--- config.mk ---
export PLATFORM = sky130hd
export DESIGN_NAME = copro_mailbox
export DESIGN_NICKNAME = d
export VERILOG_FILES = /design/src/rtl/copro_mailbox.sv
export SDC_FILE = /design/constraint.sdc
export NUM_CORES = 1
export LEC_CHECK = 0
export BUFFER_PORTS_ARGS = -buffer_cell sky130_fd_sc_hd__buf_2
export CAP_MARGIN = 30
export CELL_PAD_IN_SITES_DETAIL_PLACEMENT = 0
export CELL_PAD_IN_SITES_GLOBAL_PLACEMENT = 1
export CORE_AREA = 2 2 103 105
export CTS_CLUSTER_SIZE = 24
export DETAILED_ROUTE_END_ITERATION = 7
export DIE_AREA = 0 0 105 107
export GPL_ROUTABILITY_DRIVEN = 0
export PLACE_DENSITY_LB_ADDON = 0.1
export SYNTH_ARGS = -nofsm -noshare
export SYNTH_HDL_FRONTEND = slang
export SYNTH_SLANG_ARGS = --single-unit
--- constraint.sdc ---
create_clock -name clock -period 2.45 [get_ports clock]
set_input_delay 0.1225 -clock clock [delete_from_list [all_inputs] [get_ports clock]]
set_output_delay 0.1225 -clock clock [all_outputs]
set_load 0.05 [all_outputs]
--- src/rtl/copro_mailbox.sv ---
// copro_mailbox
//   Byte mailbox between a host (C64 IO2 window) and a 6809 coprocessor.
//   Host -> 6809 traffic goes through a small circular FIFO; 6809 -> host
//   traffic goes through a single rx latch. Each side raises one access
//   event on the rising edge of its (already synchronised) chip select, and
//   every effect of that event is committed at the end of the event cycle.
//
// Ports
//   clock, reset          single clock, synchronous active-high reset
//   h_cs/h_r_w/h_addr     host select (level), direction (1=read), reg select
//   h_din / h_dout        host write data / registered host read data
//   c_cs/c_r_w/c_addr     6809 select, direction, reg select
//   c_din / c_dout        6809 write data / registered 6809 read data
//   _irq_09               6809 interrupt, active low, registered
//
// Register map
//   host  wr 0: push FIFO          host  rd 0: rx latch (clears rx_full)
//   host  wr 1: bit0=1 flush FIFO  host  rd 1: {count[3:0],tx_ovf,rx_full,
//                                                tx_empty,tx_full}
//   6809  wr 0: load rx latch      6809  rd 0: pop FIFO (FF when empty)
//   6809  wr 1: irq_en = din[7]    6809  rd 1: {irq_en,000,rx_ovf,rx_full,
//                                                tx_full,!tx_empty}
module copro_mailbox #(
  parameter int DEPTH_LOG2 = 3
) (
  input  logic       clock,
  input  logic       reset,
  input  logic       h_cs,
  input  logic       h_r_w,
  input  logic       h_addr,
  input  logic [7:0] h_din,
  output logic [7:0] h_dout,
  input  logic       c_cs,
  input  logic       c_r_w,
  input  logic       c_addr,
  input  logic [7:0] c_din,
  output logic [7:0] c_dout,
  output logic       _irq_09
);

  localparam int DEPTH = 1 << DEPTH_LOG2;
  localparam int CW    = DEPTH_LOG2 + 1;
  localparam logic [CW-1:0] FULL_CNT = CW'(DEPTH);

  logic [7:0]            r_mem [DEPTH];
  logic [DEPTH_LOG2-1:0] r_rd, r_wr;
  logic [CW-1:0]         r_count;
  logic                  r_tx_ovf, r_rx_ovf, r_rx_full, r_irq_en;
  logic [7:0]            r_rx, r_h_dout, r_c_dout;
  logic                  r_irq_n;
  logic                  r_h_cs_prev, r_c_cs_prev;

  // Event detect: first cycle of each cs assertion
  logic w_h_ev, w_c_ev;
  assign w_h_ev = h_cs & ~r_h_cs_prev;
  assign w_c_ev = c_cs & ~r_c_cs_prev;

  // Access decode
  logic w_h_push, w_h_flush, w_h_rrx, w_h_rst;
  logic w_c_pop, w_c_wrx, w_c_rst, w_c_wie;
  assign w_h_push  = w_h_ev & ~h_r_w & ~h_addr;
  assign w_h_flush = w_h_ev & ~h_r_w &  h_addr & h_din[0];
  assign w_h_rrx   = w_h_ev &  h_r_w & ~h_addr;
  assign w_h_rst   = w_h_ev &  h_r_w &  h_addr;
  assign w_c_pop   = w_c_ev &  c_r_w & ~c_addr;
  assign w_c_wrx   = w_c_ev & ~c_r_w & ~c_addr;
  assign w_c_rst   = w_c_ev &  c_r_w &  c_addr;
  assign w_c_wie   = w_c_ev & ~c_r_w &  c_addr;

  logic w_tx_empty, w_tx_full;
  assign w_tx_empty = (r_count == '0);
  assign w_tx_full  = (r_count == FULL_CNT);

  // Flush dominates both FIFO ports. A pop on a full FIFO frees the slot the
  // same-cycle push lands in; a pop on an empty FIFO never sees that push.
  logic          w_pop_ok, w_push_ok, w_tx_ovf_set, w_irq_en_nxt;
  logic [CW-1:0] w_count_nxt;
  always_comb begin
    w_pop_ok     = w_c_pop & ~w_tx_empty & ~w_h_flush;
    w_push_ok    = w_h_push & ~w_h_flush & (~w_tx_full | w_pop_ok);
    w_tx_ovf_set = w_h_push & ~w_h_flush & w_tx_full & ~w_pop_ok;
    w_count_nxt  = r_count;
    if (w_h_flush)
      w_count_nxt = '0;
    else if (w_push_ok & ~w_pop_ok)
      w_count_nxt = r_count + CW'(1);
    else if (w_pop_ok & ~w_push_ok)
      w_count_nxt = r_count - CW'(1);
    w_irq_en_nxt = w_c_wie ? c_din[7] : r_irq_en;
  end

  // Status words sample pre-event state
  logic [7:0] w_h_stat, w_c_stat;
  assign w_h_stat = {4'(r_count), r_tx_ovf, r_rx_full, w_tx_empty, w_tx_full};
  assign w_c_stat = {r_irq_en, 3'b000, r_rx_ovf, r_rx_full, w_tx_full, ~w_tx_empty};

  // FIFO storage is not reset; pointers/count define validity
  always_ff @(posedge clock) begin
    if (!reset && w_push_ok)
      r_mem[r_wr] <= h_din;
  end

  always_ff @(posedge clock) begin
    if (reset) begin
      r_rd        <= '0;
      r_wr        <= '0;
      r_count     <= '0;
      r_tx_ovf    <= 1'b0;
      r_rx_ovf    <= 1'b0;
      r_rx_full   <= 1'b0;
      r_irq_en    <= 1'b0;
      r_rx        <= 8'h00;
      r_h_dout    <= 8'h00;
      r_c_dout    <= 8'h00;
      r_irq_n     <= 1'b1;
      r_h_cs_prev <= 1'b0;
      r_c_cs_prev <= 1'b0;
    end else begin
      r_h_cs_prev <= h_cs;
      r_c_cs_prev <= c_cs;

      if (w_h_flush) begin
        r_rd <= '0;
        r_wr <= '0;
      end else begin
        if (w_push_ok) r_wr <= r_wr + DEPTH_LOG2'(1);
        if (w_pop_ok)  r_rd <= r_rd + DEPTH_LOG2'(1);
      end
      r_count  <= w_count_nxt;
      r_tx_ovf <= (r_tx_ovf & ~w_h_rst) | w_tx_ovf_set;

      if (w_h_rrx)      r_h_dout <= r_rx;
      else if (w_h_rst) r_h_dout <= w_h_stat;

      if (w_c_pop)      r_c_dout <= w_pop_ok ? r_mem[r_rd] : 8'hFF;
      else if (w_c_rst) r_c_dout <= w_c_stat;

      // A 6809 write in the same cycle as a host rx read wins rx_full; the
      // host still gets the old latch value above.
      if (w_c_wrx) r_rx <= c_din;
      r_rx_full <= w_c_wrx | (r_rx_full & ~w_h_rrx);
      r_rx_ovf  <= (r_rx_ovf & ~w_c_rst) | (w_c_wrx & r_rx_full);

      r_irq_en <= w_irq_en_nxt;
      r_irq_n  <= ~(w_irq_en_nxt & (w_count_nxt != '0));
    end
  end

  assign h_dout  = r_h_dout;
  assign c_dout  = r_c_dout;
  assign _irq_09 = r_irq_n;

endmodule

After elaboration in Yosys (flattened, before gate mapping)
Memories as Yosys holds them, arrays and structs flattened. A register that Yosys moved wholly into a read port is not among the register bits.
Index checks and enable logic that the tools add are counted.
- bits in registers: 41
- RAM bits: 64
- input bits: 24
- output and inout port bits: 17
- memories: 1
- add/sub/neg operators: 4
- equality and inequality tests: 1
- mux-type cells: 13
- bitwise operators: 47
- reduce and logical (&&, ||, !) cells: 7
- memories (name ; depth ; width ; read ports ; clocked after Yosys merged registers in ; write ports ; RTL line ; text):
    r_mem ; 8 ; 8 ; 1 ; 1 ; 1 ; 45 ; logic [7:0] r_mem [DEPTH];
- operators by type and width (operator ; count):
    $mux W8 ; 5
    $and A1 B1 Y1 ; 28
    $not A1 Y1 ; 15
    $mux W4 ; 3
    $add A3 B1 Y3 const B ; 2
    $mux W3 ; 2
    $add A4 B1 Y4 const B ; 1
    $eq A4 B4 Y1 const B ; 1
    $logic_not A4 Y1 ; 1
    $or A1 B1 Y1 ; 4
    $reduce_bool A2 Y1 ; 2
    $reduce_bool A4 Y1 ; 1
    $sub A4 B1 Y4 const B ; 1
    $mux W1 ; 3
    $reduce_or A2 Y1 ; 1
    $logic_and A1 B1 Y1 ; 1
    $logic_not A1 Y1 ; 1

Depth between registers and ports, before layout
Gate-level depths: netlist (run 1).
- depth after elaboration: 17
- mapped depth: 8
- mapped depth without buffers: 7

Worst setup path before layout (run 1)
Ideal clock, no wire load.
- path kind: register -> register
- start point: reg r_count[0]
- end point: mem r_mem[1][0], enable pin
- setup time: 0.395 ns
- data arrival time: 2.228 ns
- setup slack: -0.172 ns
- stages on the path, launching flop included: 7
- path buffers: 0
- cell sequence: dfxtp_1 inv_1 ha_1 nor3b_4 a311oi_4 o211ai_1 nor4_1
- cells in the longest elaborated chain, start to end: 9
- elaborated cells between the ends (all ways): 11
- those cells by class: eq/ne: 1; mux: 2; bitwise: 6; reduce/logical: 2
- RTL lines (item ; RTL line ; text):
    start, declared ; 47 ; logic [CW-1:0] r_count;
    start signal, assigned ; 129 ; r_count <= w_count_nxt;
    $logic_not A4 Y1 ; 71 ; assign w_tx_empty = (r_count == '0);
    $not A1 Y1 ; 79 ; w_pop_ok = w_c_pop & ~w_tx_empty & ~w_h_flush;
    $and A1 B1 Y1 (2 in series) ; 79 ;
    $or A1 B1 Y1 * ; 80 ; w_push_ok = w_h_push & ~w_h_flush & (~w_tx_full | w_pop_ok);
    $and A1 B1 Y1 * ; 80 ;
    $logic_and A1 B1 Y1 * ; 99 ; if (!reset && w_push_ok)
    $mux W1 * ; 99 ;
    $mux W1 (not written as such) * ; 100 ; r_mem[r_wr] <= h_din;
    end, declared ; 45 ;
Every way passes the cells marked *; elsewhere a longest branch is shown, timed or not.

Worst setup path after layout (run 1)
- start point: reg r_count[1]
- end point: mem r_mem[1][0], enable pin
The elaborated chain is that of the path after synthesis.

==> results.toml, run 1 <==
[clocking]
ctsRootBufferMaster = "clkbuf_8"
cts_tree = "done"
htreeDepth = 3
cts_buffer_depth = 2
clock_latency_ns = 0.36
cts_buffers = 9
cts_setup_buffers = 0
cts.clk_slew.worst_paths_ns = 0.09
clock_sinks = 108

[synth]
synth_top_area_share_pct = 43.8
synth.distinct_cells = 45
ys_seq_elements = 108
syn-num-nets = 347
synthTopCellsByArea = "edfxtp_1 44%, dfxtp_1 20%, mux4_2 8.2%, mux2i_1 4.1%, nor2_1 3.6%"
yosys_warnings = 0
synthCells = 319
yosysTopAreaCell = "edfxtp_1"
synth.cell_area_mm2 = 0.00438
seq_area_frac_synth_pct = 63.9
synth.avg_cell_area_um2 = 13.7
async_flop_share_pct = 0
synth_edf_count = 64
ys.flop_type = "edfxtp_1"

[timing]
worst_pin_slew_ns = 0.607
finalSetupTns_ns = 0
whs_ns = 0.0168
hold_violations = 0
fmax_mhz = 435
fin_ws_ns = 0.151
fin_skew_ns = 0.0144
slew_viol_final = 0
period_share_pct = 93.8
finalSetupViolations = 0
slew-limit-headroom_pct = 59.6
rsz0062_at_grt = "no"
fin_crit_ns = 2.30

[final_layout]
multi_input_area_mm2 = 0.00148
final_core_util_pct = 50.2
seq_area_mm2 = 0.00280
layout_common_cells = "64 x edfxtp_1, 44 x dfxtp_1, 42 x nor2_1"
antennaDiodeCount = 0
drive_gt1_share_pct = 25.8
nets = 407
final_area_mm2 = 0.00506
layout_commonest_cell = "edfxtp_1"
instances_no_fill = 520
syn_to_final_growth_pct = 15.5
fillers = 924

[grt]
grt_pass1_vias = 2712
antenna_found_initial = 0
grt_pass1_wl_um = 14700
grt_max_degree = 20
track_usage_pct = 17.4
overflow = 0

[critical_path]
cp-end-kind = "register"
path_class = "register to register"
start_kind = "register"
r2r_slack_ns = 0.15
crit-reg2reg-launch = "r_count[1]"
path_cells = "inv_1, ha_1, nor3b_4, a311oi_4, buf_6, o211ai_1, nor4_2, buf_4"
reg2reg_depth = 8
max_stage_delay_ns = 0.42
worstPathRequired_ns = 2.51
cp_slowest_cell = "dfxtp_1"
cp_max_fo = 12
r2r_end = "r_mem[1][0]"
worstPathArrival_ns = 2.36

[worst_hold_path]
hp-start = "c_din[3]"
min_to = "r_rx[3]"
min_path_cells = 3
hold_class = "input pin to register"

[floorplan]
dieWidth_um = 105
start_util_pct = 43.4
die_h_um = 107
num_rows = 37
core_mm2 = 0.0101
ios = 41
die-area_mm2 = 0.0112

[route]
drt_wl_total_um = 9250
route.detailed.drc = 0
ant_nets = 0
firstDrtPassIters = 4
wl_per_cell_um = 17.8
drtIter0Drc = 101
viasPerCell = 5.19
dr_total_vias = 2699

[place]
placedCellCount = 498
place_hpwl_um = 6570
io_buffers = 40
post_dp_cell_area_mm2 = 0.00483
place_ws_ns = 0.137

[power_and_ir_drop]
leakagePower_nw = 1.76
p_int_mw = 2.43
vdd_ir_drop_max_mv = 0.253
power_frac_seq_pct = 62.0
p_sw_mw = 0.734
totalPowerFinal_mw = 3.16
powerDensity_mw_per_mm2 = 624
switching_share_pct = 23.2
pwr-share-clk_pct = 29.7
p_comb_share_pct = 8.3

[run]
max-cap-violations = 0

[outcome]
status = "completed"
## Yosys cell counts (2+ instances only)
| cell type | n |
|---|---|
| buf_4 | 2 |
| a21oi_1 | 26 |
| ha_1 | 4 |
| edfxtp_1 | 64 |
| a211oi_1 | 7 |
| nand2b_1 | 2 |
| mux4_2 | 16 |
| nor2_1 | 42 |
| xor2_1 | 3 |
| inv_1 | 6 |
| dfxtp_1 | 44 |
| mux2i_1 | 18 |
| xnor2_1 | 3 |
| clkbuf_1 | 11 |
| or3_1 | 3 |
| o211ai_1 | 3 |
| o21ai_0 | 2 |
| nand3b_1 | 2 |
| nor2b_1 | 3 |
| buf_2 | 2 |
| a211o_1 | 2 |
| a221oi_1 | 5 |
| nand2_1 | 26 |
| buf_6 | 2 |
## layer usage
metal  global-route usage, %  vias to the layer above  part of all wire [%]
li1                        -                     1300                     -
met1                    24.5                     1354                    49
met2                    27.1                       39                    48
met3                    3.89                        6                   2.5
met4                    4.86                        0                  0.95
met5                       0                        -                     0
## timing repair
item	CTS	global route
endpoints found under the setup margin	0	21
endpoints found under the hold margin	6	0
hold buffers	6	0
resized for setup	0	2
## critical path, delay by kind of cell, from the launching register on
kind                     cells  cell delay, ns
flip-flops                   1            0.42
buffers and inverters        3            0.51
AND/OR/NAND/NOR              2            0.34
adder cells (fa/ha/maj)      1            0.22
AO/OA/AOI/OAI                2            0.51
## power groups by stage
stage / Combinational [mW] / Clock, mW / Sequential (mW)
floorplan: 0.115 / 0 / 2.05
global placement: 0.254 / 0 / 2.00
detailed placement: 0.255 / 0 / 2.00
CTS: 0.262 / 0.981 / 1.96
global route: 0.285 / 1.05 / 1.96
finish: 0.261 / 0.940 / 1.96
## cells by family after synthesis
group	after synthesis	synth area share (%)
AO/OA/AOI/OAI	55	8.93
adder cells (fa/ha/maj)	4	1.14
multiplexers	34	12.3
buffers and inverters	24	2.63
AND/OR/NAND/NOR	88	9.85
flip-flops	108	63.9
XOR/XNOR	6	1.20
## state kept, by name, indices dropped and copies added (netlist names), 3 cells and up, named ones only
| signal | cells |
|---|---|
| r_rx | 8 |
| r_wr | 3 |
| c_dout | 8 |
| r_count | 4 |
| h_dout | 8 |
| r_rd | 3 |
| r_mem | 64 |
## how the worst max path moves through the flow
stage	start	end	slack [ns]	depth (start not counted)
2_1_floorplan	r_count[0]	r_mem[4][0]	0.04	7
3_3_place_gp	r_count[1]	r_mem[2][0]	0.19	8
3_5_place_dp	r_count[1]	r_mem[1][7]	0.14	8
4_1_cts	r_count[1]	r_mem[0][7]	0.13	8
5_1_grt	r_count[1]	r_mem[2][3]	0.02	8
6_report	r_count[1]	r_mem[1][0]	0.15	8
## area by class of cell
| cell class | instances | area share, % |
|---|---|---|
| Tap cell | 136 | 3.36 |
| Clock buffer | 13 | 2.94 |
| Sequential cell | 108 | 55.3 |
| Multi-Input combinational cell | 187 | 29.3 |
| Clock inverter | 3 | 0.272 |
| Timing Repair Buffer | 67 | 8.33 |
| Inverter | 6 | 0.445 |
Power figures use the tool's default switching activity.
==> run 2, diff against run 1 <==
CORE_AREA = 2 2 95 97   (was 2 2 103 105)
DIE_AREA = 0 0 97 99   (was 0 0 105 107)
clock period = 2.95 ns   (was 2.45 ns; I/O delays follow)
==> results.toml, run 2 (synthesis gave the netlist of run 1 again) <==
[critical_path]
crit_buf_inv = 2
worstPathArrival_ns = 2.52
critPathTopFamily = "simple AND/OR/NAND/NOR gates"
cp_max_fo = 8
cp-end-kind = "register"
cp_slowest_cell = "dfxtp_1"
r2r_end = "r_mem[0][0]"
path_cells = "inv_1, ha_1, nor3b_4, a311oi_4, o21ai_1, or2_1, nor4_2, buf_4"
path_class = "register to register"
reg2reg_depth = 8
crit-reg2reg-launch = "r_count[0]"
r2r_slack_ns = 0.51
max_stage_delay_ns = 0.43
worstPathRequired_ns = 3.03
start_kind = "register"

[clocking]
htreeDepth = 3
cts.clk_slew.worst_paths_ns = 0.11
holdBufCountCts = 1
cts.repair.resized = 0
cts_buffer_depth = 2
cts_tree = "done"
ctsRootBufferMaster = "clkbuf_8"
clock_latency_ns = 0.37
cts_buffers = 9
cts_setup_buffers = 0
clock_sinks = 108

[route]
firstDrtPassIters = 4
m1WireLength_um = 4190
dr_total_vias = 2606
wl_met2_um = 4020
wl_per_cell_um = 18.0
wl_met3_um = 344
highest_layer = "met4"
drt_wl_total_um = 8630
drtIter0Drc = 104
ant_nets = 0
viasPerCell = 5.43
route.detailed.drc = 0

[outcome]
status = "completed"

[power_and_ir_drop]
p_sw_mw = 0.665
power_frac_seq_pct = 61.0
leakagePower_nw = 1.71
powerDensity_mw_per_mm2 = 542
switching_share_pct = 24.9
pwr-share-clk_pct = 31.6
p_int_mw = 2.01
p_comb_share_pct = 7.4
vdd_ir_drop_max_mv = 0.302

[final_layout]
nets = 395
layout_common_cells = "64 x edfxtp_1, 44 x dfxtp_1, 42 x nor2_1"
final_area_mm2 = 0.00493
largest_register = "r_mem"
instances_no_fill = 480
largest_register_ffs = 64
fillers = 707
drive_gt1_share_pct = 25.0
layout_commonest_cell = "edfxtp_1"
final_core_util_pct = 57.6
antennaDiodeCount = 0
seq_area_mm2 = 0.00280
syn_to_final_growth_pct = 12.4
multi_input_area_mm2 = 0.00147

[worst_hold_path]
hp-start = "c_din[0]"
hold_class = "input pin to register"
min_path_cells = 3
min_to = "r_rx[0]"

[timing]
fin_crit_ns = 2.44
fin_skew_ns = 0.0154
period_share_pct = 82.7
finalSetupViolations = 0
hold_violations = 0
slew-limit-headroom_pct = 46.7
worst_pin_slew_ns = 0.798
fmax_mhz = 410
finalSetupTns_ns = 0
slew_viol_final = 0
rsz0062_at_grt = "no"

[floorplan]
ios = 41
num_rows = 34
start_util_pct = 51.3
die-area_mm2 = 0.00960
die_h_um = 99
dieWidth_um = 97
core_mm2 = 0.00855

[grt]
track_usage_pct = 18.9
overflow = 0
grt_pass1_vias = 2561
grt_max_degree = 37
antenna_found_initial = 0
grt_pass1_wl_um = 13700

[place]
place_hpwl_um = 6010
io_buffers = 40
placedCellCount = 463
post_dp_cell_area_mm2 = 0.00473

[run]
max-cap-violations = 0
[run 2: cell count changes in the layout (fill, tap and decap cells not counted), sizes merged]
cell	before	now
buf	61	54
clkinv	3	1
inv	6	9
dlygate4sd3	6	1
clkinvlp	0	2
clkbuf	13	10
[run 2: power by group through the flow]
| stage | sequential (mW) | clock [mW] | combinational (mW) |
|---|---|---|---|
| CTS | 1.63 | 0.866 | 0.199 |
| floorplan | 1.70 | 0 | 0.0949 |
| global placement | 1.66 | 0 | 0.196 |
| finish | 1.63 | 0.843 | 0.198 |
| detailed placement | 1.66 | 0 | 0.198 |
| global route | 1.63 | 0.926 | 0.216 |
[run 2: how the worst max path moves through the flow]
stage	start	to	slack, ns	cells after the start
detailed placement	r_count[0]	r_mem[0][6]	0.54	8
CTS	r_count[0]	r_mem[0][0]	0.51	8
global route	r_count[0]	r_mem[0][0]	0.32	8
finish	r_count[0]	r_mem[0][0]	0.51	8
global placement	r_count[0]	r_mem[1][0]	0.57	7
floorplan	r_count[0]	r_mem[1][0]	0.33	6
[run 2: area by class of cell]
class / instances / area share [%]
multi-input combinational: 187 / 29.8
tap: 108 / 2.74
inverter: 6 / 0.457
clock buffer: 10 / 2.59
sequential: 108 / 56.9
clock inverter: 6 / 1.17
timing repair buffer: 55 / 6.40
[run 2: tightest hold or removal path, stage by stage]
cell and delay (ns):
buf_2 0.09, nand2_1 0.05, a21oi_1 0.05
[run 2: per-stage QoR]
| step | setup slack, ns | power (mW) | hold slack, ns |
|---|---|---|---|
| after CTS | 0.509 | 2.70 | 0.00187 |
| after floorplan | 0.328 | 1.80 | 0.246 |
| final | 0.509 | 2.67 | 0.0183 |
| after global placement | 0.571 | 1.86 | 0.388 |
| after global routing | 0.319 | 2.78 | 0.00441 |
| after detailed placement | 0.539 | 1.86 | 0.397 |
[run 2: metal layers]
metal	vias to the layer above	global-route usage [%]
met3	6	5.11
met2	45	28.8
li1	1283	-
met1	1272	27.4
met4	0	4.55
met5	-	0
